`src/rtl/tmds_pkg.sv`:
```
// Shared TMDS alignment definitions: control-token constants, aligner state
// encoding and the control-token detector.
package tmds_pkg;

    localparam int TMDS_WIDTH = 10;

    localparam logic [TMDS_WIDTH-1:0] CTRL_TOKEN_0 = 10'b1101010100;
    localparam logic [TMDS_WIDTH-1:0] CTRL_TOKEN_1 = 10'b0010101011;
    localparam logic [TMDS_WIDTH-1:0] CTRL_TOKEN_2 = 10'b0101010100;
    localparam logic [TMDS_WIDTH-1:0] CTRL_TOKEN_3 = 10'b1010101011;

    typedef enum logic [1:0] {
        SEARCH = 2'd0,
        SLIP   = 2'd1,
        SETTLE = 2'd2,
        LOCKED = 2'd3
    } align_state_e;

    function automatic logic is_ctrl_token(input logic [TMDS_WIDTH-1:0] word);
        logic hit;
        hit = (word == CTRL_TOKEN_0) || (word == CTRL_TOKEN_1) ||
              (word == CTRL_TOKEN_2) || (word == CTRL_TOKEN_3);
        return hit;
    endfunction

endpackage

```
`src/rtl/tmds_lane_aligner.sv`:
```
// One TMDS lane: registers the deserializer word, flags control tokens and runs
// the search/slip/settle/lock state machine that steers the deserializer bitslip.
module tmds_lane_aligner
    import tmds_pkg::*;
#(
    parameter int WIDTH         = TMDS_WIDTH,
    parameter int LOCK_RUN      = 8,
    parameter int SEARCH_WINDOW = 2048,
    parameter int SLIP_SETTLE   = 4,
    parameter int LOSS_WINDOW   = 1048576
) (
    input  logic             clk,
    input  logic             reset,
    input  logic             clk_locked,
    input  logic [WIDTH-1:0] deser_word,
    output logic             bit_slip,
    output logic [WIDTH-1:0] data,
    output logic             token,
    output logic [3:0]       slip_count,
    output logic             ch_locked
);

    localparam int RUN_W  = $clog2(LOCK_RUN + 1);
    localparam int WIN_W  = $clog2(SEARCH_WINDOW + 1);
    localparam int SET_W  = $clog2(SLIP_SETTLE + 1);
    localparam int LOSS_W = $clog2(LOSS_WINDOW + 1);

    localparam logic [RUN_W-1:0]  RUN_DONE    = RUN_W'(LOCK_RUN);
    localparam logic [WIN_W-1:0]  WIN_LAST    = WIN_W'(SEARCH_WINDOW - 1);
    localparam logic [SET_W-1:0]  SETTLE_LAST = SET_W'(SLIP_SETTLE - 1);
    localparam logic [LOSS_W-1:0] LOSS_LAST   = LOSS_W'(LOSS_WINDOW - 1);
    localparam logic [3:0]        SLIP_LAST   = 4'(WIDTH - 1);

    logic [WIDTH-1:0]  data_r;
    logic              token_r;
    logic              token_s;
    align_state_e      state_r;
    align_state_e      state_s;
    logic [RUN_W-1:0]  run_cnt_r;
    logic [RUN_W-1:0]  run_cnt_s;
    logic [WIN_W-1:0]  win_cnt_r;
    logic [WIN_W-1:0]  win_cnt_s;
    logic [SET_W-1:0]  settle_cnt_r;
    logic [SET_W-1:0]  settle_cnt_s;
    logic [LOSS_W-1:0] loss_cnt_r;
    logic [LOSS_W-1:0] loss_cnt_s;
    logic [3:0]        slip_cnt_r;
    logic [3:0]        slip_cnt_s;
    logic              bit_slip_r;
    logic              ch_locked_r;

    assign token_s = is_ctrl_token(deser_word);

    // Next-state and counter update; the FSM only ever looks at the registered token flag.
    always_comb begin
        state_s      = state_r;
        run_cnt_s    = run_cnt_r;
        win_cnt_s    = win_cnt_r;
        settle_cnt_s = settle_cnt_r;
        loss_cnt_s   = loss_cnt_r;
        slip_cnt_s   = slip_cnt_r;
        if (!clk_locked) begin
            // Upstream clocking not stable: park in SEARCH, never request a slip.
            state_s      = SEARCH;
            run_cnt_s    = '0;
            win_cnt_s    = '0;
            settle_cnt_s = '0;
            loss_cnt_s   = '0;
        end else begin
            case (state_r)
                SEARCH: begin
                    settle_cnt_s = '0;
                    loss_cnt_s   = '0;
                    if (run_cnt_r == RUN_DONE) begin
                        state_s   = LOCKED;
                        run_cnt_s = '0;
                        win_cnt_s = '0;
                    end else if (win_cnt_r == WIN_LAST) begin
                        state_s    = SLIP;
                        run_cnt_s  = '0;
                        win_cnt_s  = '0;
                        slip_cnt_s = (slip_cnt_r == SLIP_LAST) ? 4'd0 : slip_cnt_r + 4'd1;
                    end else begin
                        win_cnt_s = win_cnt_r + 1'b1;
                        run_cnt_s = token_r ? run_cnt_r + 1'b1 : '0;
                    end
                end
                SLIP: begin
                    state_s      = SETTLE;
                    settle_cnt_s = '0;
                end
                SETTLE: begin
                    if (settle_cnt_r == SETTLE_LAST) begin
                        state_s      = SEARCH;
                        settle_cnt_s = '0;
                        run_cnt_s    = '0;
                        win_cnt_s    = '0;
                    end else begin
                        settle_cnt_s = settle_cnt_r + 1'b1;
                    end
                end
                LOCKED: begin
                    if (token_r) begin
                        loss_cnt_s = '0;
                    end else if (loss_cnt_r == LOSS_LAST) begin
                        state_s    = SEARCH;
                        loss_cnt_s = '0;
                        run_cnt_s  = '0;
                        win_cnt_s  = '0;
                    end else begin
                        loss_cnt_s = loss_cnt_r + 1'b1;
                    end
                end
                default: begin
                    state_s      = SEARCH;
                    run_cnt_s    = '0;
                    win_cnt_s    = '0;
                    settle_cnt_s = '0;
                    loss_cnt_s   = '0;
                end
            endcase
        end
    end

    // Word/flag capture, FSM state, counters and the state-decoded outputs.
    always_ff @(posedge clk) begin
        if (reset) begin
            data_r       <= '0;
            token_r      <= 1'b0;
            state_r      <= SEARCH;
            run_cnt_r    <= '0;
            win_cnt_r    <= '0;
            settle_cnt_r <= '0;
            loss_cnt_r   <= '0;
            slip_cnt_r   <= 4'd0;
            bit_slip_r   <= 1'b0;
            ch_locked_r  <= 1'b0;
        end else begin
            data_r       <= deser_word;
            token_r      <= token_s;
            state_r      <= state_s;
            run_cnt_r    <= run_cnt_s;
            win_cnt_r    <= win_cnt_s;
            settle_cnt_r <= settle_cnt_s;
            loss_cnt_r   <= loss_cnt_s;
            slip_cnt_r   <= slip_cnt_s;
            bit_slip_r   <= (state_s == SLIP);
            ch_locked_r  <= (state_s == LOCKED);
        end
    end

    assign bit_slip   = bit_slip_r;
    assign data       = data_r;
    assign token      = token_r;
    assign slip_count = slip_cnt_r;
    assign ch_locked  = ch_locked_r;

endmodule

```
`src/rtl/tmds_word_aligner.sv`:
```
// Word aligner for NUM_CH TMDS lanes behind the 1:10 deserializers; one lane
// aligner per channel plus the registered all-lanes-locked indication.
module tmds_word_aligner
    import tmds_pkg::*;
#(
    parameter int NUM_CH        = 3,
    parameter int WIDTH         = TMDS_WIDTH,
    parameter int LOCK_RUN      = 8,
    parameter int SEARCH_WINDOW = 2048,
    parameter int SLIP_SETTLE   = 4,
    parameter int LOSS_WINDOW   = 1048576
) (
    input  logic                    clk_1x_in,
    input  logic                    reset_in,
    input  logic                    clk_locked,
    input  logic [NUM_CH*WIDTH-1:0] deser_data_in,
    output logic [NUM_CH-1:0]       bit_slip_out,
    output logic [NUM_CH*WIDTH-1:0] data_out,
    output logic [NUM_CH-1:0]       token_out,
    output logic [NUM_CH*4-1:0]     slip_count,
    output logic [NUM_CH-1:0]       ch_locked,
    output logic                    all_locked
);

    logic all_locked_r;

    for (genvar i = 0; i < NUM_CH; i++) begin : g_lane
        tmds_lane_aligner #(
            .WIDTH         (WIDTH),
            .LOCK_RUN      (LOCK_RUN),
            .SEARCH_WINDOW (SEARCH_WINDOW),
            .SLIP_SETTLE   (SLIP_SETTLE),
            .LOSS_WINDOW   (LOSS_WINDOW)
        ) u_lane (
            .clk        (clk_1x_in),
            .reset      (reset_in),
            .clk_locked (clk_locked),
            .deser_word (deser_data_in[i*WIDTH +: WIDTH]),
            .bit_slip   (bit_slip_out[i]),
            .data       (data_out[i*WIDTH +: WIDTH]),
            .token      (token_out[i]),
            .slip_count (slip_count[i*4 +: 4]),
            .ch_locked  (ch_locked[i])
        );
    end

    // Link-level lock follows the per-lane lock flags by one cycle.
    always_ff @(posedge clk_1x_in) begin
        if (reset_in) begin
            all_locked_r <= 1'b0;
        end else begin
            all_locked_r <= &ch_locked;
        end
    end

    assign all_locked = all_locked_r;

endmodule
```
`config.mk`:
```
export PLATFORM = sky130hd
export DESIGN_NAME = tmds_word_aligner
export DESIGN_NICKNAME = d
export VERILOG_FILES = /design/src/rtl/tmds_pkg.sv /design/src/rtl/tmds_lane_aligner.sv /design/src/rtl/tmds_word_aligner.sv
export SDC_FILE = /design/constraint.sdc
export NUM_CORES = 1
export LEC_CHECK = 0
export CAP_MARGIN = 25
export CELL_PAD_IN_SITES_DETAIL_PLACEMENT = 0
export CELL_PAD_IN_SITES_GLOBAL_PLACEMENT = 1
export CORE_MARGIN = 1
export CORE_UTILIZATION = 43
export DETAILED_ROUTE_END_ITERATION = 10
export PLACE_DENSITY = 0.76
export SLEW_MARGIN = 30
export SYNTH_ARGS = -nofsm -noshare
export SYNTH_HDL_FRONTEND = slang
export SYNTH_SLANG_ARGS = --single-unit
```
`constraint.sdc`:
```
create_clock -name clk_1x_in -period 3.2 [get_ports clk_1x_in]
set_clock_uncertainty 0.1 [all_clocks]
set_input_delay 0.48 -clock clk_1x_in [delete_from_list [all_inputs] [get_ports clk_1x_in]]
set_output_delay 0.48 -clock clk_1x_in [all_outputs]
set_load 0.01 [all_outputs]
```
==> flow_metrics.tcl <==
set metrics [dict create \
    nNetsFinal 1150 \
    worst_slew_pin_slew_ns 0.6648 \
    yosysSeqAreaShare 0.4077 \
    drtAntennaViolNets 0 \
    synth_ff_type "dfxtp_1" \
    internal_power_uw 3603 \
    hold_path_end "g_lane[0].u_lane.slip_count[0]" \
    pre_cts_ws_ns 0.6254 \
    clk_latency_ns 0.44 \
    drt_pre_antenna_iters 5 \
    drt-wirelength-per-cell_um 14.98 \
    start_util 0.4433 \
    clkSlewWorstSetupHoldPaths_ns 0.07 \
    cts_tree "done" \
    cp_max_fo 6 \
    io_pins 85 \
    gp_congestion 0.8249 \
    cp-start-kind "register" \
    slew_violations 0 \
    portBuffers 84 \
    final_common_cell "dfxtp_1" \
    hold_viol 0 \
    grt_start_max_net_pins 50 \
    diodes 0 \
    clockBufferDepth 2 \
    reg2reg_from "g_lane[1].u_lane.state_r[0]" \
    placedCellCount 1330 \
    synth_area_um2 8741 \
    grt_pass1_vias 6797 \
    power.share.switching 0.2324 \
    core_um2 19720 \
    critPathRequiredTime_ns 3.42 \
    setup_slack_ns 0.5995 \
    synth_compound_area_frac 0.1330 \
    p_comb_frac 0.038 \
    grt_use_total 0.2057 \
    status "complete, no violations" \
    fillers 1879 \
    seq_power_share 0.479 \
    reg2reg_depth 7 \
    grt_first_pass_wirelength_mm 33.86 \
    ys_ff_latch 178 \
    synthMuxAreaShare 0.007157 \
    fin_area_um2 10440 \
    cts_hold_buffers 0 \
    h-tree-depth 4 \
    drv_cap 0 \
    first_iter_violations 343 \
    multi_input_area_um2 4806 \
    async_reset_ff_frac 0 \
    postCtsSetupRepairBufs 0 \
    drive_above_1_share 0.08022 \
    r2r_setup_slack_ns 0.60 \
    vias 7326 \
    synth_xor_area_frac 0.05711 \
    antenna_found_initial 1 \
    p_switching_uw 1091 \
    synth_area_per_cell_um2 8.595 \
    clock-sinks 178 \
    rows 51 \
    cts-buffers-inserted 17 \
    synth_edf_count 0 \
    cts_root_buf "clkbuf_16" \
    final_cell_mix "dfxtp_1 (178), nor2_1 (120), clkdlybuf4s50_1 (83)" \
    cts_resized 0 \
    ys_top_cells_by_area "dfxtp_1 (41%), nor2_1 (5.2%), ha_1 (4.7%), nand2_1 (3.3%), xnor2_1 (3.0%)" \
    min-delay-start "reset_in" \
    peakVddDrop_mv 0.3416 \
    hold_path_class "primary input to register" \
    synth_top_area_share 0.4077 \
    wl_mm 20.41 \
    rsz0062_at_grt "false" \
    fin_crit_ns 2.600 \
    whs_path_depth 2 \
    worstSetupPathType "register to register" \
    area_delta_synth_final_pct 19.45 \
    yosysWarnings 0 \
    overflow 0 \
    critPathArrivalTime_ns 2.82 \
    p_clk_frac 0.483 \
    setup_viol 0 \
    p_leak_uw 0.003556 \
    regArea_um2 3563 \
    synth_fp_nets 1083 \
    fp.dieH_um 144.6 \
    power.density_nw_per_um2 449.5 \
    via_per_inst 5.379 \
    postLayoutCoreUtil 0.5295 \
    synth_top_family_by_area "simple AND/OR/NAND/NOR gates" \
    synth_cells 1017 \
    cp-end-kind "register" \
    max_slew_margin 0.5552 \
    synth-adder-area-share 0.04724 \
    place_hpwl_mm 14.38 \
    timing.rr.end "g_lane[1].u_lane.loss_cnt_r[18]" \
    placed_cell_area_um2 9808 \
    finalCritPeriodShare 0.8126 \
    drcViolationCount 0 \
    die_area_um2 20900 \
    yosysTopAreaCell "dfxtp_1" \
    setup_tns_ns 0 \
    fmaxAchievable_mhz 384.5 \
    yosys.area_share.simple 0.3042 \
    instances_no_fill 1362 \
    die_x_um 144.6 \
    yosysUniqueCellTypes 83 \
]
## critical path, stage by stage, from the launching register on
cell and delay [ns]:
dfxtp_1 0.44, inv_1 0.13, ha_1 0.34, and4b_1 0.42
or4b_2 0.67, nor3_2 0.19, xnor2_1 0.14, nor2_1 0.05
## cells by family (layout without fill, tap and decap cells)
logic type / after synthesis / count (layout)
AND/OR/NAND/NOR: 484 / 484
flip-flops: 178 / 178
AO/OA/AOI/OAI: 170 / 170
buffers and inverters: 89 / 169
XOR/XNOR: 57 / 57
adder cells (fa/ha/maj): 33 / 33
multiplexers: 6 / 6
## worst max path at each step
stage	startpoint	to	cells after the start
after global routing	g_lane[2].u_lane.state_r[0]	g_lane[2].u_lane.loss_cnt_r[8]	7
after floorplan	g_lane[1].u_lane.state_r[0]	g_lane[1].u_lane.loss_cnt_r[18]	8
after CTS	g_lane[1].u_lane.state_r[1]	g_lane[1].u_lane.loss_cnt_r[18]	7
after detailed placement	g_lane[1].u_lane.state_r[0]	g_lane[1].u_lane.loss_cnt_r[18]	7
after global placement	g_lane[1].u_lane.state_r[0]	g_lane[1].u_lane.loss_cnt_r[18]	7
final	g_lane[1].u_lane.state_r[0]	g_lane[1].u_lane.loss_cnt_r[18]	7
## sequential cells by signal, indices dropped and copies added, names as in the netlist, 6 cells and up
register,count
g_lane.u_lane.loss_cnt_r,63
g_lane.u_lane.win_cnt_r,36
g_lane.u_lane.data,30
g_lane.u_lane.run_cnt_r,12
g_lane.u_lane.slip_count,12
g_lane.u_lane.settle_cnt_r,9
g_lane.u_lane.state_r,6
## Yosys cell counts, types with 4 or more instances
| cell type | instances |
|---|---|
| a31o_2 | 6 |
| a31oi_1 | 5 |
| o311ai_0 | 4 |
| nor2_1 | 120 |
| nor4bb_1 | 4 |
| and2_1 | 4 |
| and4_1 | 10 |
| nor4_1 | 19 |
| inv_1 | 37 |
| nand3b_1 | 7 |
| or4_1 | 8 |
| o211ai_1 | 11 |
| xor2_1 | 27 |
| o31ai_1 | 7 |
| nor2b_1 | 38 |
| and3_1 | 7 |
| or2_2 | 5 |
| clkbuf_1 | 34 |
| a21oi_1 | 52 |
| nand3_1 | 46 |
| dfxtp_1 | 178 |
| nand2b_1 | 12 |
| buf_4 | 9 |
| o21ai_0 | 35 |
| nor3_1 | 37 |
| buf_2 | 5 |
| mux2i_1 | 4 |
| xnor2_1 | 30 |
| and3b_1 | 5 |
| nand4b_1 | 7 |
| nand2_1 | 78 |
| nor3b_1 | 4 |
| a21o_1 | 4 |
| nand4_1 | 37 |
| or3_1 | 10 |
| ha_1 | 33 |
## power groups by stage
| stage | sequential (uW) | clock, uW | combinational [uW] |
|---|---|---|---|
| finish | 2250 | 2270 | 178 |
| global route | 2250 | 2420 | 191 |
| CTS | 2250 | 2330 | 179 |
| detailed placement | 2300 | 0 | 178 |
| global placement | 2300 | 0 | 179 |
| floorplan | 2310 | 0 | 55.8 |
## per-stage QoR
stage,hold slack (ns),power (uW)
after floorplan,0.3030,2364
after detailed placement,0.3171,2476
after CTS,0.2425,4752
after global routing,0.2510,4854
final,0.2739,4694
after global placement,0.3153,2476
## cell type report
type,count,share of cell area
multi-input combinational,750,0.4603
sequential,178,0.3413
timing repair buffer,100,0.09275
clock buffer,17,0.04074
tap,265,0.03176
clock inverter,15,0.01989
inverter,37,0.01330
## metal layers
metal  wire (um)  global-route usage  vias up  part of all wire
li1            -                   -     3781                 -
met1       10220              0.2717     3446              0.50
met3         490             0.04040       26             0.024
met4         265             0.06427        0             0.013
met2        9426              0.3358       73              0.46
met5           0                   0        -                 0
No activity file was read; power rests on OpenSTA's default activity.
